**src/rtl/sab_pkg.sv**
```systemverilog
// Shared types, defaults and ROB-age helpers for the store address buffer.
package sab_pkg;

  localparam int unsigned SAB_DEPTH   = 8;
  localparam int unsigned SAB_NSCAN   = 8;
  localparam int unsigned SAB_AW      = 32;
  localparam int unsigned SAB_RW      = 5;
  localparam int unsigned SAB_SBW     = 2;
  localparam int unsigned SAB_IGN_LSB = 2;

  // Age arithmetic is done at this width; RW must not exceed it.
  localparam int unsigned SAB_RW_MAX  = 16;

  typedef logic [SAB_RW_MAX-1:0] sab_rob_t;

  // Entry layout for the default configuration.
  typedef struct packed {
    logic                   valid;
    logic                   tsel;
    logic [SAB_AW-1:0]      addr;
    logic [SAB_RW-1:0]      rob;
    logic [SAB_SBW-1:0]     sbtag;
  } sab_entry_t;

  // Distance of a ROB tag from the ROB head, modulo 2^rw.
  function automatic sab_rob_t sab_dist(input sab_rob_t x, input sab_rob_t top,
                                        input int unsigned rw);
    sab_rob_t mask;
    mask = sab_rob_t'((32'd1 << rw) - 32'd1);
    return (x - top) & mask;
  endfunction

  // A committed store is always older than any in-flight load.
  function automatic logic sab_older(input logic committed, input sab_rob_t d_store,
                                     input sab_rob_t d_load);
    return committed | (d_store < d_load);
  endfunction

endpackage

```
**src/rtl/sab_match_port.sv**
```systemverilog
// One LSQ scan port: counts matching older stores and picks the youngest one's ROB tag.
module sab_match_port
  import sab_pkg::*;
#(
  parameter int unsigned DEPTH   = SAB_DEPTH,
  parameter int unsigned AW      = SAB_AW,
  parameter int unsigned RW      = SAB_RW,
  parameter int unsigned IGN_LSB = SAB_IGN_LSB,
  parameter int unsigned CW      = $clog2(DEPTH + 1)
) (
  input  logic [DEPTH-1:0]    i_live,
  input  logic [DEPTH-1:0]    i_tsel,
  input  logic [DEPTH*AW-1:0] i_addr,
  input  logic [DEPTH*RW-1:0] i_rob,
  input  logic [RW-1:0]       i_top,
  input  logic [AW-1:0]       i_scan_addr,
  input  logic [RW-1:0]       i_scan_rob,
  output logic [CW-1:0]       o_num_c,
  output logic [RW-1:0]       o_rob_c
);

  logic [DEPTH-1:0] w_hit;
  sab_rob_t         w_load_dist;

  always_comb begin
    w_load_dist = sab_dist(sab_rob_t'(i_scan_rob), sab_rob_t'(i_top), RW);
    for (int i = 0; i < DEPTH; i++) begin
      w_hit[i] = i_live[i]
               & (i_addr[i*AW+IGN_LSB +: AW-IGN_LSB] == i_scan_addr[AW-1:IGN_LSB])
               & sab_older(i_tsel[i],
                           sab_dist(sab_rob_t'(i_rob[i*RW +: RW]), sab_rob_t'(i_top), RW),
                           w_load_dist);
    end
  end

  // Higher index is younger, so the last hit wins the tag.
  always_comb begin
    o_num_c = '0;
    o_rob_c = '0;
    for (int i = 0; i < DEPTH; i++) begin
      if (w_hit[i]) begin
        o_num_c = o_num_c + CW'(1);
        o_rob_c = i_rob[i*RW +: RW];
      end
    end
  end

endmodule

```
**src/rtl/store_addr_buf_p.sv**
```systemverilog
// Store address buffer: collapsing queue of issued store addresses with per-port
// older-store match counting for LSQ load scans.
module store_addr_buf_p
  import sab_pkg::*;
#(
  parameter  int unsigned DEPTH   = SAB_DEPTH,
  parameter  int unsigned NSCAN   = SAB_NSCAN,
  parameter  int unsigned AW      = SAB_AW,
  parameter  int unsigned RW      = SAB_RW,
  parameter  int unsigned SBW     = SAB_SBW,
  parameter  int unsigned IGN_LSB = SAB_IGN_LSB,
  localparam int unsigned CW      = $clog2(DEPTH + 1)
) (
  input  logic                Clk,
  input  logic                Resetb,
  input  logic                Lsq_SwValid,
  input  logic [AW-1:0]       Lsq_SwAddr,
  input  logic [RW-1:0]       Lsq_SwRob,
  output logic                Sab_Full,
  output logic [CW-1:0]       Sab_Count,
  input  logic [NSCAN*AW-1:0] Lsq_ScanAddr,
  input  logic [NSCAN*RW-1:0] Lsq_ScanRob,
  output logic [NSCAN-1:0]    Sab_Match,
  output logic [NSCAN*CW-1:0] Sab_MatchNum,
  output logic [NSCAN*RW-1:0] Sab_MatchRob,
  input  logic                Cdb_Flush,
  input  logic [RW-1:0]       Cdb_RobDepth,
  input  logic [RW-1:0]       Rob_TopPtr,
  input  logic                Rob_CommitMemWrite,
  input  logic [SBW-1:0]      SB_TagCounter,
  input  logic                SB_FlushSw,
  input  logic [SBW-1:0]      SB_FlushSwTag
);

  typedef struct packed {
    logic           valid;
    logic           tsel;
    logic [AW-1:0]  addr;
    logic [RW-1:0]  rob;
    logic [SBW-1:0] sbtag;
  } entry_t;

  entry_t              r_ent [DEPTH];
  entry_t              w_nxt [DEPTH];
  logic [CW-1:0]       r_count;
  logic [CW-1:0]       w_count_nxt;
  logic [DEPTH-1:0]    w_flush;
  logic [DEPTH-1:0]    w_leave;
  logic [DEPTH-1:0]    w_live;
  logic [DEPTH-1:0]    w_sh;
  logic [DEPTH-1:0]    w_scan_ok;
  logic [DEPTH-1:0]    w_tsel;
  logic [DEPTH*AW-1:0] w_addr_flat;
  logic [DEPTH*RW-1:0] w_rob_flat;

  // Per-entry flush, SB departure and liveness for this cycle.
  always_comb begin
    for (int i = 0; i < DEPTH; i++) begin
      w_flush[i] = Cdb_Flush & r_ent[i].valid & ~r_ent[i].tsel
                 & (sab_dist(sab_rob_t'(r_ent[i].rob), sab_rob_t'(Rob_TopPtr), RW)
                    > sab_rob_t'(Cdb_RobDepth));
      w_leave[i] = r_ent[i].valid & r_ent[i].tsel & SB_FlushSw
                 & (r_ent[i].sbtag == SB_FlushSwTag);
      w_live[i]  = r_ent[i].valid & ~w_flush[i];
    end
  end

  // A hole or departure at or below i pulls everything above it down one slot.
  always_comb begin
    w_sh[0] = ~w_live[0] | w_leave[0];
    for (int i = 1; i < DEPTH; i++) begin
      w_sh[i] = w_sh[i-1] | ~w_live[i] | w_leave[i];
    end
  end

  always_comb begin
    for (int i = 0; i < DEPTH; i++) begin
      w_nxt[i] = r_ent[i];
    end
    for (int i = 0; i < DEPTH - 1; i++) begin
      if (w_sh[i]) begin
        w_nxt[i]       = r_ent[i+1];
        w_nxt[i].valid = w_live[i+1] & ~w_leave[i+1];
      end else begin
        w_nxt[i].valid = w_live[i] & ~w_leave[i];
      end
    end
    if (w_sh[DEPTH-2]) begin
      w_nxt[DEPTH-1].valid = 1'b0;
    end else begin
      w_nxt[DEPTH-1].valid = w_live[DEPTH-1] & ~w_leave[DEPTH-1];
    end
    // Commit marks the head store wherever it lands this edge.
    for (int i = 0; i < DEPTH; i++) begin
      if (w_nxt[i].valid & ~w_nxt[i].tsel & Rob_CommitMemWrite
          & (w_nxt[i].rob == Rob_TopPtr)) begin
        w_nxt[i].tsel  = 1'b1;
        w_nxt[i].sbtag = SB_TagCounter;
      end
    end
    if (Lsq_SwValid) begin
      w_nxt[DEPTH-1].valid = 1'b1;
      w_nxt[DEPTH-1].tsel  = 1'b0;
      w_nxt[DEPTH-1].addr  = Lsq_SwAddr;
      w_nxt[DEPTH-1].rob   = Lsq_SwRob;
      w_nxt[DEPTH-1].sbtag = '0;
    end
  end

  always_comb begin
    w_count_nxt = '0;
    for (int i = 0; i < DEPTH; i++) begin
      w_count_nxt = w_count_nxt + CW'(w_nxt[i].valid);
    end
  end

  always_ff @(posedge Clk or negedge Resetb) begin
    if (!Resetb) begin
      for (int i = 0; i < DEPTH; i++) begin
        r_ent[i] <= '0;
      end
      r_count <= '0;
    end else begin
      for (int i = 0; i < DEPTH; i++) begin
        r_ent[i] <= w_nxt[i];
      end
      r_count <= w_count_nxt;
    end
  end

  assign Sab_Full  = (&w_live) & ~SB_FlushSw;
  assign Sab_Count = r_count;

  // Entries leaving for good this cycle are hidden from scans already.
  always_comb begin
    for (int i = 0; i < DEPTH; i++) begin
      w_addr_flat[i*AW +: AW] = r_ent[i].addr;
      w_rob_flat[i*RW +: RW]  = r_ent[i].rob;
      w_scan_ok[i]            = w_live[i] & ~w_leave[i];
      w_tsel[i]               = r_ent[i].tsel;
    end
  end

  for (genvar k = 0; k < NSCAN; k++) begin : g_scan
    logic [CW-1:0] w_num;
    logic [RW-1:0] w_rob;

    sab_match_port #(
      .DEPTH   (DEPTH),
      .AW      (AW),
      .RW      (RW),
      .IGN_LSB (IGN_LSB),
      .CW      (CW)
    ) u_port (
      .i_live      (w_scan_ok),
      .i_tsel      (w_tsel),
      .i_addr      (w_addr_flat),
      .i_rob       (w_rob_flat),
      .i_top       (Rob_TopPtr),
      .i_scan_addr (Lsq_ScanAddr[k*AW +: AW]),
      .i_scan_rob  (Lsq_ScanRob[k*RW +: RW]),
      .o_num_c     (w_num),
      .o_rob_c     (w_rob)
    );

    assign Sab_MatchNum[k*CW +: CW] = w_num;
    assign Sab_MatchRob[k*RW +: RW] = w_rob;
    assign Sab_Match[k]             = |w_num;
  end

endmodule

```
**config.mk**
```make
export PLATFORM = sky130hd
export DESIGN_NAME = store_addr_buf_p
export DESIGN_NICKNAME = d
export VERILOG_FILES = /design/src/rtl/sab_pkg.sv /design/src/rtl/sab_match_port.sv /design/src/rtl/store_addr_buf_p.sv
export SDC_FILE = /design/constraint.sdc
export NUM_CORES = 2
export LEC_CHECK = 0
export BUFFER_PORTS_ARGS = -buffer_cell sky130_fd_sc_hd__buf_2
export CAP_MARGIN = 30
export CORE_MARGIN = 1.5
export CORE_UTILIZATION = 35
export DETAILED_ROUTE_END_ITERATION = 10
export PLACE_DENSITY_LB_ADDON = 0.05
export SKIP_LAST_GASP = 1
export SYNTH_ARGS = -nofsm -noshare
export SYNTH_HDL_FRONTEND = slang
export SYNTH_SLANG_ARGS = --single-unit
```
**constraint.sdc**
```tcl
create_clock -name Clk -period 18.46 [get_ports Clk]
set_clock_uncertainty 0.15 [all_clocks]
set_input_delay 3.692 -clock Clk [delete_from_list [all_inputs] [get_ports Clk]]
set_output_delay 3.692 -clock Clk [all_outputs]
set_load 0.01 [all_outputs]
```
After elaboration in Yosys (flattened, before gate mapping). Index checks and enable logic that the tools add are counted.

Register bits after elaboration: 332. Word-level logic and storage cells: 782.

$add $sub $neg: 79. Order comparisons: 72. Equal/unequal tests: 80. Mux-type cells: 160. Bitwise gates (word level): 333. Reduce and logical (&&, ||, !) cells: 17.

Operators by type and width (count): $eq 30x30->1 (64); $lt 5x5->1 (64); $mux 5 (64); $mux 40 (7); $add 4x1->4 const B (56); $mux 4 (56); $and 1x1->1 (217); $sub 5x5->5 (16); $or 1x1->1 (77); $mux 41 (1); $eq 5x5->1 (8); $gt 5x5->1 (8); $not 1->1 (39); $reduce_or 4->1 (8); $mux 1 (24); $add 4x1->4 (4); $eq 2x2->1 (8); $mux 2 (8); $reduce_bool 2->1 (8); $reduce_and 8->1 (1); $add 3x1->4 (1); $add 2x1->3 (1); $add 1x1->2 (1).

Depth between registers and ports, before layout.
Depth in word-level cells: 26. Mapped depth: 36. Depth with buffers taken out: 35.

Modules after synthesis. Synthesis repeated with hierarchy kept, for this count alone.

Cell total of the unflattened synthesis: 7561. Area, all modules: 65233.8 sq um.

Modules (own cells, without submodules): sab_match_port (g_scan[1].u_port ...) (times used 4, cells each 787, area an instance 6221.0 sq um); store_addr_buf_p (times used 1, cells each 1325, area an instance 15726.3 sq um); sab_match_port (g_scan[0].u_port) (times used 1, cells each 805, area an instance 6357.3 sq um); sab_match_port (g_scan[6].u_port) (times used 1, cells each 781, area an instance 6183.4 sq um); sab_match_port (g_scan[7].u_port) (times used 1, cells each 755, area an instance 6095.8 sq um); sab_match_port (g_scan[3].u_port) (times used 1, cells each 747, area an instance 5987.0 sq um).

Worst setup path before layout. Ideal clock, no wire load.

Kind: input-to-output. Start point: in Rob_TopPtr[1]. End point: out Sab_Match[7]. Arrival: 12312 ps. Slack: 2306 ps. Stages on the path: 33. Path buffers: 3. Cells stage by stage: clkbuf_1 clkinv_1 ha_1 a21o_1 a21oi_1 xnor2_1 ha_1 and3_1 a311oi_1 a21boi_0 and3_1 clkbuf_1 clkbuf_1 o211ai_1 ha_1 inv_1 or4_1 o21a_1 ha_1 inv_1 nor2_1 or2_2 ha_1 nand2b_1 o31a_1 ha_1 mux2i_1 inv_2 ha_1 mux2_2 ha_1 mux2_2 or4_1.

Cells in the longest elaborated chain, start to end: 24. Elaborated cells on any way between the ends: 97.

RTL lines: from (decl) (RTL line store_addr_buf_p.sv:28) `input logic [RW-1:0] Rob_TopPtr,`; $sub 5x5->5 (RTL line sab_pkg.sv:30) `return (x - top) & mask;`; $gt 5x5->1 (RTL line store_addr_buf_p.sv:61) `> sab_rob_t'(Cdb_RobDepth));`; $and 1x1->1 (RTL line store_addr_buf_p.sv:60) `& (sab_dist(sab_rob_t'(r_ent[i].rob), sab_rob_t'(Rob_TopPtr), RW)`; $not 1->1 (RTL line store_addr_buf_p.sv:64) `w_live[i] = r_ent[i].valid & ~w_flush[i];`; $and 1x1->1 (RTL line store_addr_buf_p.sv:64); $and 1x1->1 (RTL line store_addr_buf_p.sv:139) `w_scan_ok[i] = w_live[i] & ~w_leave[i];`; $and 1x1->1 (RTL line sab_match_port.sv:29) `& (i_addr[i*AW+IGN_LSB +: AW-IGN_LSB] == i_scan_addr[AW-1:IGN_LSB])`; $and 1x1->1 (RTL line sab_match_port.sv:30) `& sab_older(i_tsel[i],`; (+9 left out); $add 4x1->4 (RTL line sab_match_port.sv:42) `o_num_c = o_num_c + CW'(1);`; $mux 4 (RTL line sab_match_port.sv:41) `if (w_hit[i]) begin`; $add 4x1->4 (RTL line sab_match_port.sv:42); $mux 4 (RTL line sab_match_port.sv:41); $add 4x1->4 (RTL line sab_match_port.sv:42); $mux 4 (*) (RTL line sab_match_port.sv:41); named net Sab_MatchNum[29] (RTL line store_addr_buf_p.sv:24) `output logic [NSCAN*CW-1:0] Sab_MatchNum,`; $reduce_or 4->1 (*) (RTL line store_addr_buf_p.sv:168) `assign Sab_Match[k] = |w_num;`; to (decl) (RTL line store_addr_buf_p.sv:23) `output logic [NSCAN-1:0] Sab_Match,`.

Mark *: on every way through the listed nets, which the timed path passes. The rest lies on a longest branch.

Worst setup path after layout.
Start point: in Rob_TopPtr[1]. End point: out Sab_Match[2].

Cells in the longest elaborated chain, start to end: 24. Elaborated cells on any way between the ends: 97.

RTL lines (RTL line): $sub 5x5->5 (sab_pkg.sv:30); $gt 5x5->1 (store_addr_buf_p.sv:61); $and 1x1->1 (store_addr_buf_p.sv:60); $not 1->1 (store_addr_buf_p.sv:64); $and 1x1->1 (store_addr_buf_p.sv:64); $and 1x1->1 (store_addr_buf_p.sv:139); $and 1x1->1 (sab_match_port.sv:29); $and 1x1->1 (sab_match_port.sv:30); (+8 left out); $mux 4 (sab_match_port.sv:41); $add 4x1->4 (sab_match_port.sv:42); $mux 4 (sab_match_port.sv:41); $add 4x1->4 (sab_match_port.sv:42); $mux 4 (sab_match_port.sv:41); $add 4x1->4 (sab_match_port.sv:42); $mux 4 (*) (sab_match_port.sv:41); $reduce_or 4->1 (*) (store_addr_buf_p.sv:168).

Mark *: on every way between the ends. The rest lies on a longest branch, timed or not.

==> reports/qor.csv <==
stage,metric,value,unit
run_status,status,finished clean,
logic_synthesis,Syn Nets,6975,
placed_design,Port Buffers,419,
floorplan,initial core utilization,35.4,%
global_route,vias in the first global route,50400,
worst_setup_path,worst endpoint data arrival time,12610,ps
floorplan,I/O pin total,438,
logic_synthesis,Synth Cell Area,51600,sq um
timing,max-slew violation count,0,
worst_setup_path,R2R cell count,25,
power_and_ir_drop,Peak VDD IR,0.131,mV
worst_setup_path,CP max-delay cell,nor3_1,
global_route,gr usage total,48.4,%
detailed_routing,final WL,374000,microns
worst_setup_path,crit path kind,in2out,
timing,Final Setup Violations,0,
cells_and_area,fin nets,7190,
worst_setup_path,critical path data required time,14620,ps
cells_and_area,footprint of the multi-input gates,41000,sq um
cells_and_area,share of cells above drive strength 1,19.0,%
floorplan,die height,387,microns
worst_setup_path,Crit path top cell by count,ha_1,
detailed_routing,Routed WL per cell,44.8,microns
cells_and_area,FF+latch area,7910,sq um
global_route,largest net degree at the start of global routing,105,
global_route,first-pass GRT wire length,488000,microns
floorplan,# rows,140,
cells_and_area,most frequent cells in the layout,"1197 x xor2_1, 922 x xnor2_1, 421 x buf_2, 419 x ha_1, 362 x buf_4",
logic_synthesis,"EDFF count, synth",0,
logic_synthesis,Yosys warning total,0,
logic_synthesis,Cells after Synth,6183,
clock_network,CTS max path bufs,3,
worst_setup_path,CP bufs+invs,5,
timing,Final min period,16450,ps
cells_and_area,post-layout instance area,58600,sq um
clock_network,CTS tree,done,
min_path,Hold Path Stages,1,
placed_design,Placed Area,56800,sq um
logic_synthesis,Seq cells post-synth,316,
clock_network,Worst-Skew Late Latency,690,ps
logic_synthesis,ys async rst share,100,%
power_and_ir_drop,PD cells,123,nW/um^2
timing,endpoints failing hold,0,
floorplan,DIE AREA,150000,sq um
worst_setup_path,CP peak stage delay,860,ps
clock_network,Post-CTS Resized,0,
logic_synthesis,Yosys cell types,87,
run,Max Cap Violations,0,
global_route,global route total overflow,0,
detailed_routing,Routed Antenna Nets,0,
worst_setup_path,Top delay family on crit path,adder cells,
floorplan,Die X,387,microns
worst_setup_path,r2r endpoint,Sab_Count[2]$_DFF_PN0_,
clock_network,clock-pin transition on the worst setup and hold timing paths,60,ps
timing,final worst-path cycle share,89.1,%
clock_network,# H-tree levels,2,
detailed_routing,First-pass DRT Iterations,6,
cells_and_area,"commonest non-fill, non-tap cell in the layout",xor2_1,
min_path,Hold/Removal Path Class,reg2reg,
clock_network,number of clock sinks,316,
logic_synthesis,post-synthesis sequential area ratio,15.3,%
clock_network,Inserted Clock Buffers,47,
cells_and_area,Filler cells,15000,
detailed_routing,vias per cell,6.39,
placed_design,global placement routability congestion,1.09,
timing,setup TNS,0,ps
logic_synthesis,Syn Area/Cell,8.35,sq um
floorplan,placeable core region,146000,sq um
detailed_routing,drt drc,0,
cells_and_area,layout overhead on the synthesized area,13.4,%
timing,RSZ-0062 raised after global routing,false,
worst_setup_path,CP max FO,21,
global_route,initial antenna violation count,23,
min_path,hold path start,r_ent[54]$_DFFE_PN0N_,
timing,Max Clock Freq,0.0608,GHz
placed_design,Post-DP HPWL,271000,microns
worst_setup_path,CP endpoint kind,output port,
clock_network,Post-CTS Setup Inserts,0,
clock_network,Root Driver,clkbuf_16,
timing,worst relative slew slack,22.4,%
logic_synthesis,Synth Flop Type,dfrtp_1,
timing,measured slew at the worst slew-check pin,1160,ps
worst_setup_path,RR Startpoint,r_ent[166]$_DFF_PN0_,
worst_setup_path,FF-to-FF setup slack,10480,ps
min_path,Worst Hold End,r_ent[54]$_DFFE_PN0N_,
detailed_routing,vias,53400,
detailed_routing,DRT iter0 DRCs,6813,
worst_setup_path,CP startpoint kind,input port,
clock_network,Post-CTS Hold Fix Bufs,0,
power_and_ir_drop,leak pwr,25.1,nW
where the power goes:
group | internal, W | leakage [nW] | total [W] | switching, W
clock | 0.000544 | 0.760 | 0.000976 | 0.000432
combinational | 0.00176 | 20.6 | 0.00482 | 0.00306
sequential | 0.000868 | 3.76 | 0.00142 | 0.000552
total | 0.00317 | 25.1 | 0.00721 | 0.00404
metrics by stage:
step	utilization (%)	worst slack, ps	total power, W	hold WS (ps)	cells
6_report	40.1	2010	0.00721	362	8361
4_1_cts	40.0	2180	0.00698	361	8342
2_1_floorplan	-	2310	0.00392	354	6183
5_1_grt	40.1	1760	0.00743	383	8358
3_3_place_gp	38.8	2010	0.00593	338	8239
3_5_place_dp	38.9	2210	0.00599	348	8255
synth_stat cells, types with 6 or more instances:
cell | instances | area, sq um
o21ai_0 | 128 | 641
xor2_1 | 1197 | 10500
fa_1 | 20 | 400
or3_1 | 20 | 125
mux2_2 | 268 | 3020
nor2_1 | 123 | 462
a21o_1 | 120 | 901
nand2_1 | 315 | 1180
and3_1 | 32 | 200
nor3_1 | 77 | 385
a211oi_1 | 29 | 218
nor4_1 | 324 | 2030
o21ai_1 | 7 | 35.0
a31oi_1 | 24 | 150
nand3_1 | 70 | 350
clkbuf_1 | 470 | 1760
nand3b_1 | 10 | 75.1
a211o_1 | 11 | 96.3
xnor2_1 | 924 | 8090
and2_1 | 17 | 106
mux2i_1 | 45 | 450
a311oi_1 | 10 | 87.6
o2111ai_1 | 14 | 123
o22ai_1 | 10 | 62.6
buf_1 | 142 | 533
o211ai_1 | 34 | 255
dfrtp_1 | 316 | 7910
nor3b_1 | 6 | 45.0
nor4bb_1 | 6 | 60.1
inv_2 | 6 | 22.5
a21oi_1 | 242 | 1210
o31ai_1 | 16 | 120
buf_2 | 16 | 80.1
inv_1 | 143 | 537
o21a_1 | 19 | 143
nor2b_1 | 54 | 338
nand4_1 | 265 | 1660
nand2b_1 | 86 | 538
a2111oi_0 | 20 | 175
ha_1 | 419 | 5240
or4_1 | 11 | 82.6
a221oi_1 | 8 | 70.1
nor4b_1 | 6 | 52.6
area by class of cell:
| cell class | count | share of cell area [%] |
|---|---|---|
| sequential | 316 | 13.5 |
| timing repair buffer | 798 | 8.69 |
| inverter | 153 | 0.980 |
| multi-input combinational | 5082 | 70.0 |
| antenna | 8 | 0.0342 |
| clock inverter | 29 | 0.532 |
| clock buffer | 58 | 2.15 |
| tap | 1917 | 4.09 |
state kept, by name, indices dropped and copies added, names as in the netlist:
name,cells
Sab_Count,4
r_ent,312
cell families (layout without fill, tap and decap cells):
| group | after synthesis | count (layout) | synth area share (%) |
|---|---|---|---|
| XOR/XNOR | 2137 | 2137 | 36.6 |
| AO/OA/AOI/OAI | 745 | 745 | 9.25 |
| buffers and inverters | 785 | 1038 | 5.79 |
| flip-flops | 316 | 316 | 15.3 |
| other | 0 | 8 | 0 |
| adder cells (fa/ha/maj) | 439 | 439 | 10.9 |
| multiplexers | 313 | 313 | 6.72 |
| AND/OR/NAND/NOR | 1448 | 1448 | 15.4 |
per-layer routing:
layer,track usage (%),vias up,routed length (microns)
li1,-,21700,-
met1,56.9,26300,139000
met2,70.6,4005,153000
met3,16.9,1390,44200
met4,39.9,20,38400
met5,1.12,-,355
worst max path at each step:
| stage | start | endpoint | slack [ps] | cells after the start |
|---|---|---|---|---|
| final | Rob_TopPtr[1] | Sab_Match[2] | 2010 | 31 |
| after global routing | Rob_TopPtr[1] | Sab_Match[7] | 1760 | 34 |
| after CTS | Rob_TopPtr[1] | Sab_Match[7] | 2180 | 33 |
| after detailed placement | Rob_TopPtr[0] | Sab_Match[4] | 2210 | 27 |
| after global placement | Rob_TopPtr[0] | Sab_Match[4] | 2010 | 28 |
| after floorplan | Rob_TopPtr[1] | Sab_Match[7] | 2310 | 33 |
No activity file was read; power rests on OpenSTA's default activity.
